==> src/rtl/per_master.sv <==
// per_master: peripheral-bus initiator turning local commands into per_* read,
// write and atomic read-modify-write (bit-set / bit-clear) cycles.
module per_master (
    input  logic        mclk,
    input  logic        reset_n,
    input  logic        cmd_req,
    output logic        cmd_ack,
    input  logic [1:0]  cmd_op,
    input  logic [8:0]  cmd_addr,
    input  logic        cmd_byte,
    input  logic [15:0] cmd_wdata,
    output logic        rsp_valid,
    output logic [15:0] rsp_rdata,
    output logic        busy,
    output logic [7:0]  per_addr,
    output logic [15:0] per_din,
    output logic        per_en,
    output logic [1:0]  per_wen,
    input  logic [15:0] per_dout
);

    typedef enum logic [1:0] {IDLE, RD, WR} state_t;

    state_t      state_q, state_d;
    logic [1:0]  op_q, op_d;
    logic [8:0]  addr_q, addr_d;
    logic        byte_q, byte_d;
    logic [15:0] mask_q, mask_d;
    logic        rsp_valid_q, rsp_valid_d;
    logic [15:0] rsp_rdata_q, rsp_rdata_d;
    logic        per_en_q, per_en_d;
    logic [1:0]  per_wen_q, per_wen_d;
    logic [7:0]  per_addr_q, per_addr_d;
    logic [15:0] per_din_q, per_din_d;
    logic [15:0] rd_sel, mod_val;

    function automatic logic [1:0] lane_wen(input logic b, input logic a0);
        return b ? (a0 ? 2'b10 : 2'b01) : 2'b11;
    endfunction

    function automatic logic [15:0] fmt_din(input logic b, input logic [15:0] d);
        return b ? {d[7:0], d[7:0]} : d;
    endfunction

    assign cmd_ack   = cmd_req & (state_q == IDLE) & reset_n;
    assign busy      = (state_q != IDLE);
    assign rsp_valid = rsp_valid_q;
    assign rsp_rdata = rsp_rdata_q;
    assign per_en    = per_en_q;
    assign per_wen   = per_wen_q;
    assign per_addr  = per_addr_q;
    assign per_din   = per_din_q;

    // Byte reads land zero-extended in the low byte; the RMW modifies that byte
    // and fmt_din replicates it onto both lanes.
    assign rd_sel  = byte_q ? {8'h00, addr_q[0] ? per_dout[15:8] : per_dout[7:0]} : per_dout;
    assign mod_val = op_q[0] ? (rd_sel & ~mask_q) : (rd_sel | mask_q);

    always_comb begin
        state_d     = state_q;
        op_d        = op_q;
        addr_d      = addr_q;
        byte_d      = byte_q;
        mask_d      = mask_q;
        rsp_valid_d = 1'b0;
        rsp_rdata_d = rsp_rdata_q;
        per_en_d    = 1'b0;
        per_wen_d   = 2'b00;
        per_addr_d  = 8'h00;
        per_din_d   = 16'h0000;
        case (state_q)
            IDLE: if (cmd_ack) begin
                op_d       = cmd_op;
                addr_d     = cmd_addr;
                byte_d     = cmd_byte;
                mask_d     = cmd_wdata;
                state_d    = (cmd_op == 2'b01) ? WR : RD;
                per_en_d   = 1'b1;
                per_addr_d = cmd_addr[8:1];
                per_wen_d  = (cmd_op == 2'b01) ? lane_wen(cmd_byte, cmd_addr[0]) : 2'b00;
                per_din_d  = (cmd_op == 2'b01) ? fmt_din(cmd_byte, cmd_wdata) : 16'h0000;
            end
            RD: begin
                rsp_rdata_d = rd_sel;
                if (op_q[1]) begin
                    state_d    = WR;
                    per_en_d   = 1'b1;
                    per_addr_d = addr_q[8:1];
                    per_wen_d  = lane_wen(byte_q, addr_q[0]);
                    per_din_d  = fmt_din(byte_q, mod_val);
                end else begin
                    state_d     = IDLE;
                    rsp_valid_d = 1'b1;
                end
            end
            WR: begin
                state_d     = IDLE;
                rsp_valid_d = 1'b1;
            end
            default: state_d = IDLE;
        endcase
    end

    always_ff @(posedge mclk or negedge reset_n) begin
        if (!reset_n) begin
            state_q     <= IDLE;
            op_q        <= 2'b00;
            addr_q      <= 9'h000;
            byte_q      <= 1'b0;
            mask_q      <= 16'h0000;
            rsp_valid_q <= 1'b0;
            rsp_rdata_q <= 16'h0000;
            per_en_q    <= 1'b0;
            per_wen_q   <= 2'b00;
            per_addr_q  <= 8'h00;
            per_din_q   <= 16'h0000;
        end else begin
            state_q     <= state_d;
            op_q        <= op_d;
            addr_q      <= addr_d;
            byte_q      <= byte_d;
            mask_q      <= mask_d;
            rsp_valid_q <= rsp_valid_d;
            rsp_rdata_q <= rsp_rdata_d;
            per_en_q    <= per_en_d;
            per_wen_q   <= per_wen_d;
            per_addr_q  <= per_addr_d;
            per_din_q   <= per_din_d;
        end
    end

endmodule

==> config.mk <==
export PLATFORM = sky130hd
export DESIGN_NAME = per_master
export DESIGN_NICKNAME = d
export VERILOG_FILES = /design/src/rtl/per_master.sv
export SDC_FILE = /design/constraint.sdc
export NUM_CORES = 1
export LEC_CHECK = 0
export CAP_MARGIN = 10
export CORE_MARGIN = 10
export CORE_UTILIZATION = 44
export DETAILED_ROUTE_END_ITERATION = 16
export GPL_ROUTABILITY_DRIVEN = 0
export PLACE_DENSITY_LB_ADDON = 0.25
export SLEW_MARGIN = 0
export SYNTH_ARGS = -nofsm -noshare
export SYNTH_HDL_FRONTEND = slang
export SYNTH_SLANG_ARGS = --single-unit
==> constraint.sdc <==
create_clock -name mclk -period 1.6 [get_ports mclk]
set_clock_uncertainty 0.15 [all_clocks]
set_input_delay 0.32 -clock mclk [delete_from_list [all_inputs] [get_ports mclk]]
set_output_delay 0.32 -clock mclk [all_outputs]
set_load 0.02 [all_outputs]
## Word-level counts from Yosys, hierarchy flattened

Index checks and enable logic that the tools add are counted.

| word-level totals | value |
|---|---|
| bits in registers | 74 |
| bits of input ports | 47 |
| output and inout port bits | 46 |
| logic and storage cells | 52 |

| operators by class | value |
|---|---|
| equal/unequal tests | 4 |
| multiplexer cells | 29 |
| bitwise operators | 5 |
| reduce and logical (&&, ||, !) cells | 3 |

Operator list:

| kind | count |
|---|---|
| $mux W16 | 7 |
| $pmux W16 S2 | 1 |
| $mux W8 | 3 |
| $mux W2 | 10 |
| $and A16 B16 Y16 | 1 |
| $not A16 Y16 | 1 |
| $or A16 B16 Y16 | 1 |
| $pmux W8 S2 | 1 |
| $pmux W2 S2 | 2 |
| $eq A2 B1 Y1 const B | 2 |
| $pmux W1 S2 | 2 |
| $mux W1 | 3 |
| $and A1 B1 Y1 | 2 |
| $eq A2 B2 Y1 const B | 1 |
| $logic_not A2 Y1 | 1 |
| $ne A2 B2 Y1 const B | 1 |
| $reduce_and A2 Y1 | 1 |
| $reduce_bool A2 Y1 | 1 |

## Depth between registers and ports, before layout

| logic depth | value |
|---|---|
| word-level depth | 7 |
| depth in mapped cells | 8 |
| mapped depth without buffers | 6 |

## Worst setup path after synthesis

Ideal clock, no wire load.

| timing | value |
|---|---|
| path type | register to output |
| start | register state_q[0] |
| end | output port cmd_ack |
| arrival | 1163 ps |
| data required time | 1130 ps |
| setup slack | -33 ps |
| stages on the path, launching flop included | 7 |
| buffers on the path | 2 |
| cells stage by stage | dfrtp_1 > inv_1 > ha_1 > nand3_2 > inv_2 > buf_4 > buf_4 |

| on the way | value |
|---|---|
| word-level cells in the longest chain between the ends | 3 |

Ends and longest elaborated chain:

| element | RTL line | text |
|---|---|---|
| start: declaration | 24 | `state_t state_q, state_d;` |
| start signal: assignment | 118 | `state_q <= state_d;` |
| $logic_not A2 Y1 | 45 | `assign cmd_ack = cmd_req & (state_q == IDLE) & reset_n;` |
| $and A1 B1 Y1 (2 in series) | 45 |  |
| end: declaration | 7 | `output logic cmd_ack,` |

Every way passes these cells.

## Final worst setup path

| timing | value |
|---|---|
| start | register state_q[0] |
| end | register per_din_q[4] (netlist: per_din[4]) |

| on the way | value |
|---|---|
| word-level cells in the longest chain between the ends | 5 |
| elaborated cells between the ends (all ways) | 6 |
| classes of those cells | eq/ne (1); mux (2); bitwise (2); reduce/logical (1) |

Ends and longest elaborated chain:

| element | RTL line | text |
|---|---|---|
| $logic_not A2 Y1 | 45, 71 |  |
| $and A1 B1 Y1 (2 in series) | 45 |  |
| $mux W16 | 72 | `IDLE: if (cmd_ack) begin` |
| $pmux W16 S2 * | 71 | `case (state_q)` |
| named net per_din_d[4] | 34 | `logic [15:0] per_din_q, per_din_d;` |
| end signal: assignment | 128 | `per_din_q <= per_din_d;` |
| end: declaration | 34 |  |

The timed path passes the listed nets; every way through them passes the cells marked *.
A chain may end at the register's enable or synchronous reset.

==> reports/metrics.cfg <==
[run_status]
outcome = finished, violations left
violations = setup timing

[clock_network]
cts_buffer_depth = 2
htree_levels = 3
path_clk_slew_ns = 0.08
cts.sinks = 74
numCtsBuffers = 9
root_buffer = clkbuf_8
cts_tree = built
insertion_delay_ns = 0.35

[placement]
dpl.hpwl_um = 7270
io_buffers = 92
placed_area_um2 = 4770
pre_cts_ws_ns = -0.456

[critical_path]
cp_top_family = buffers and inverters
critPathLaunchType = register
arrival_ns = 1.78
reg2reg_slack_ns = -0.10
cp.required_ns = 1.68
crit_path_cell_trace = inv_2, ha_4, nand3_2, inv_2, buf_4, and2_4, buf_4, a22o_1
crit_fanout = 12
critPathKind = reg2reg
worstPathBufferInverterCount = 4
cp-end-kind = register
critPathMaxStageDelay_ns = 0.38
cp_slowest_cell = dfrtp_1

[finish]
antennaDiodeCount = 0
design_area_um2 = 5030
drive_gt1_share_pct = 18.6
nFillCells = 666
finish.utilization_pct = 64.8
layout.nets = 546
area_growth_pct = 41.9

[yosys]
synth.yosys.seq_area_share_pct = 52.2
async_flop_share_pct = 100
synth_top_cell_area_share_pct = 52.2
ys_types = 34
yosys-top-cells-count = nand2_1 (128), dfrtp_1 (74), a21oi_1 (23)
syn_area_um2 = 3550
ys_warn_count = 0
yosysTopAreaCell = dfrtp_1
synth_edf_count = 0
ys_ff_latch = 74
synth.net_count = 425
yosys.cell_count.top_type = nand2_1
synthTopCellsByArea = dfrtp_1 (52%), nand2_1 (14%), mux2_2 (4.8%)
dominantRegCellSynth = dfrtp_1
syn_area_per_cell_um2 = 9.46
syn_inst = 375

[drt]
drtAntennaViolNets = 0
wl_met3_um = 673
vias = 3135
drt_iter0_drc = 150
wire_per_inst_um = 16.9
routed_wl_um = 10200
vias_per_cell = 5.21
wl_met2_um = 4930
wl_met1_um = 4440
highest_layer = met4
drc = 0
drtPass1Iterations = 4

[sta]
clock.fmax_ghz = 0.588
final.period_utilization_pct = 106
worst_slack_ns = -0.100
rsz0062_at_grt = true
tightest_slew_ns = 0.407
final.min_clock_period_ns = 1.70
tns_ns = -0.853
setup_viol_count_final = 13
max-slew-margin-rel_pct = 72.8
timing.final.hold_violations = 0
maxSlewViolCount = 0

[floorplan]
die_w_um = 110
die_h_um = 110
die_area_um2 = 12100
rows = 32
start_util_pct = 45.7
core-area_um2 = 7770
num_io_pins = 93

[global_route]
antenna_found_initial = 0
grt_pass1_vias = 3209
grt-ovfl-total = 0
grt_pass1_wl_um = 16400
grt.total_usage_pct = 17.4
grt_max_degree = 33

[power_and_ir_drop]
p_per_area_nw_per_um2 = 1670
power_leakage_nw = 2.55
peakVddDrop_uv = 1050

[worst_hold_path]
hold_path_class = reg2reg

[flow_run]
maxCapViolCount = 0

[sequential cells by signal (all words and copies together) (netlist names)]
register and count:
byte_q 1, mask_q 16, per_wen 2, per_addr 8
op_q 2, addr_q 9, per_din 16, per_en 1
rsp_rdata 16, state_q 2, rsp_valid 1
[worst register-to-register path: cells and delay by family (launching register included)]
| kind | cells | cell delay, ns |
|---|---|---|
| buf+inv | 4 | 0.44 |
| fa+ha+maj | 1 | 0.16 |
| simple gates | 2 | 0.22 |
| compound gates | 1 | 0.24 |
| flops | 1 | 0.38 |
[kinds of logic (layout without fill, tap and decap cells)]
| family | Yosys count | count (layout) | synth area share, % |
|---|---|---|---|
| and+or+nand+nor | 178 | 178 | 21.1 |
| DFF | 74 | 74 | 52.2 |
| AOI/OAI and AO/OA | 69 | 69 | 15.2 |
| buffers and inverters | 36 | 161 | 5.68 |
| muxes | 15 | 15 | 4.76 |
| adders and majority gates | 3 | 3 | 1.06 |
[routing by layer]
| layer | global-route usage (%) | up-vias |
|---|---|---|
| met4 | 6.13 | 0 |
| met3 | 4.68 | 14 |
| li1 | - | 1502 |
| met2 | 28.3 | 95 |
| met5 | 0 | - |
| met1 | 21.8 | 1524 |
[power breakdown]
group | switching [mW] | internal [mW]
clock network | 0.693 | 1.03
registers | 0.484 | 2.55
logic | 1.95 | 1.68
[final cells by class]
class / count / area (µm²) / area share [%]
Timing Repair Buffer: 134 / 1250 / 24.8
Inverter: 12 / 45.0 / 0.895
Clock buffer: 10 / 128 / 2.54
Clock inverter: 5 / 104 / 2.06
Sequential cell: 74 / 1850 / 36.8
Tap cell: 102 / 128 / 2.54
Multi-Input combinational cell: 265 / 1530 / 30.4
[metrics by stage]
step | cells | hold slack (ns) | power (mW)
detailed placement | 583 | 0.229 | 6.76
finish | 602 | 0.331 | 8.39
global route | 602 | 0.352 | 8.99
global placement | 583 | 0.232 | 6.63
CTS | 600 | 0.334 | 8.37
floorplan | 375 | -0.126 | 5.20
[path summary, 6_finish.rpt]
path                       startpoint  cells after the start            to
max                        state_q[0]                      8    per_din[4]
min                         addr_q[1]                      2   per_addr[0]
max reg2reg                state_q[0]                      8    per_din[4]
min reg2reg                 addr_q[1]                      2   per_addr[0]
max in group asynchronous     reset_n                      4    mask_q[13]
min in group asynchronous     reset_n                      3  rsp_rdata[8]
[what timing repair did]
action / 4_1_cts / 5_1_grt
setup buffers: 1 / 2
endpoints found under the hold margin: 22 / 0
gates resized for setup: 66 / 5
hold buffers: 1 / 0
pin swaps: 1 / 0
setup endpoints to repair: 99 / 51
[cell usage in the layout, fill, tap and decap left out, types with 2 or more instances in the layout]
cell	netlist	final
a22o_1	9	9
nand2_1	128	127
clkdlybuf4s50_1	0	45
o221ai_2	7	7
a21oi_1	23	23
a211o_1	7	7
buf_6	3	4
nor2_1	16	16
and3_1	9	8
dfrtp_1	74	74
nand2b_1	2	2
buf_12	0	4
nor2b_1	2	2
nand3_1	8	8
nand2_2	1	2
o21ai_0	8	8
clkbuf_8	0	9
and2_1	9	8
mux2_2	15	15
buf_4	6	35
bufinv_16	0	3
inv_1	11	8
dlygate4sd2_1	0	44
ha_4	0	2
o22ai_1	2	2
inv_2	1	4
o32a_1	7	7
No activity file was read; power rests on OpenSTA's default activity.
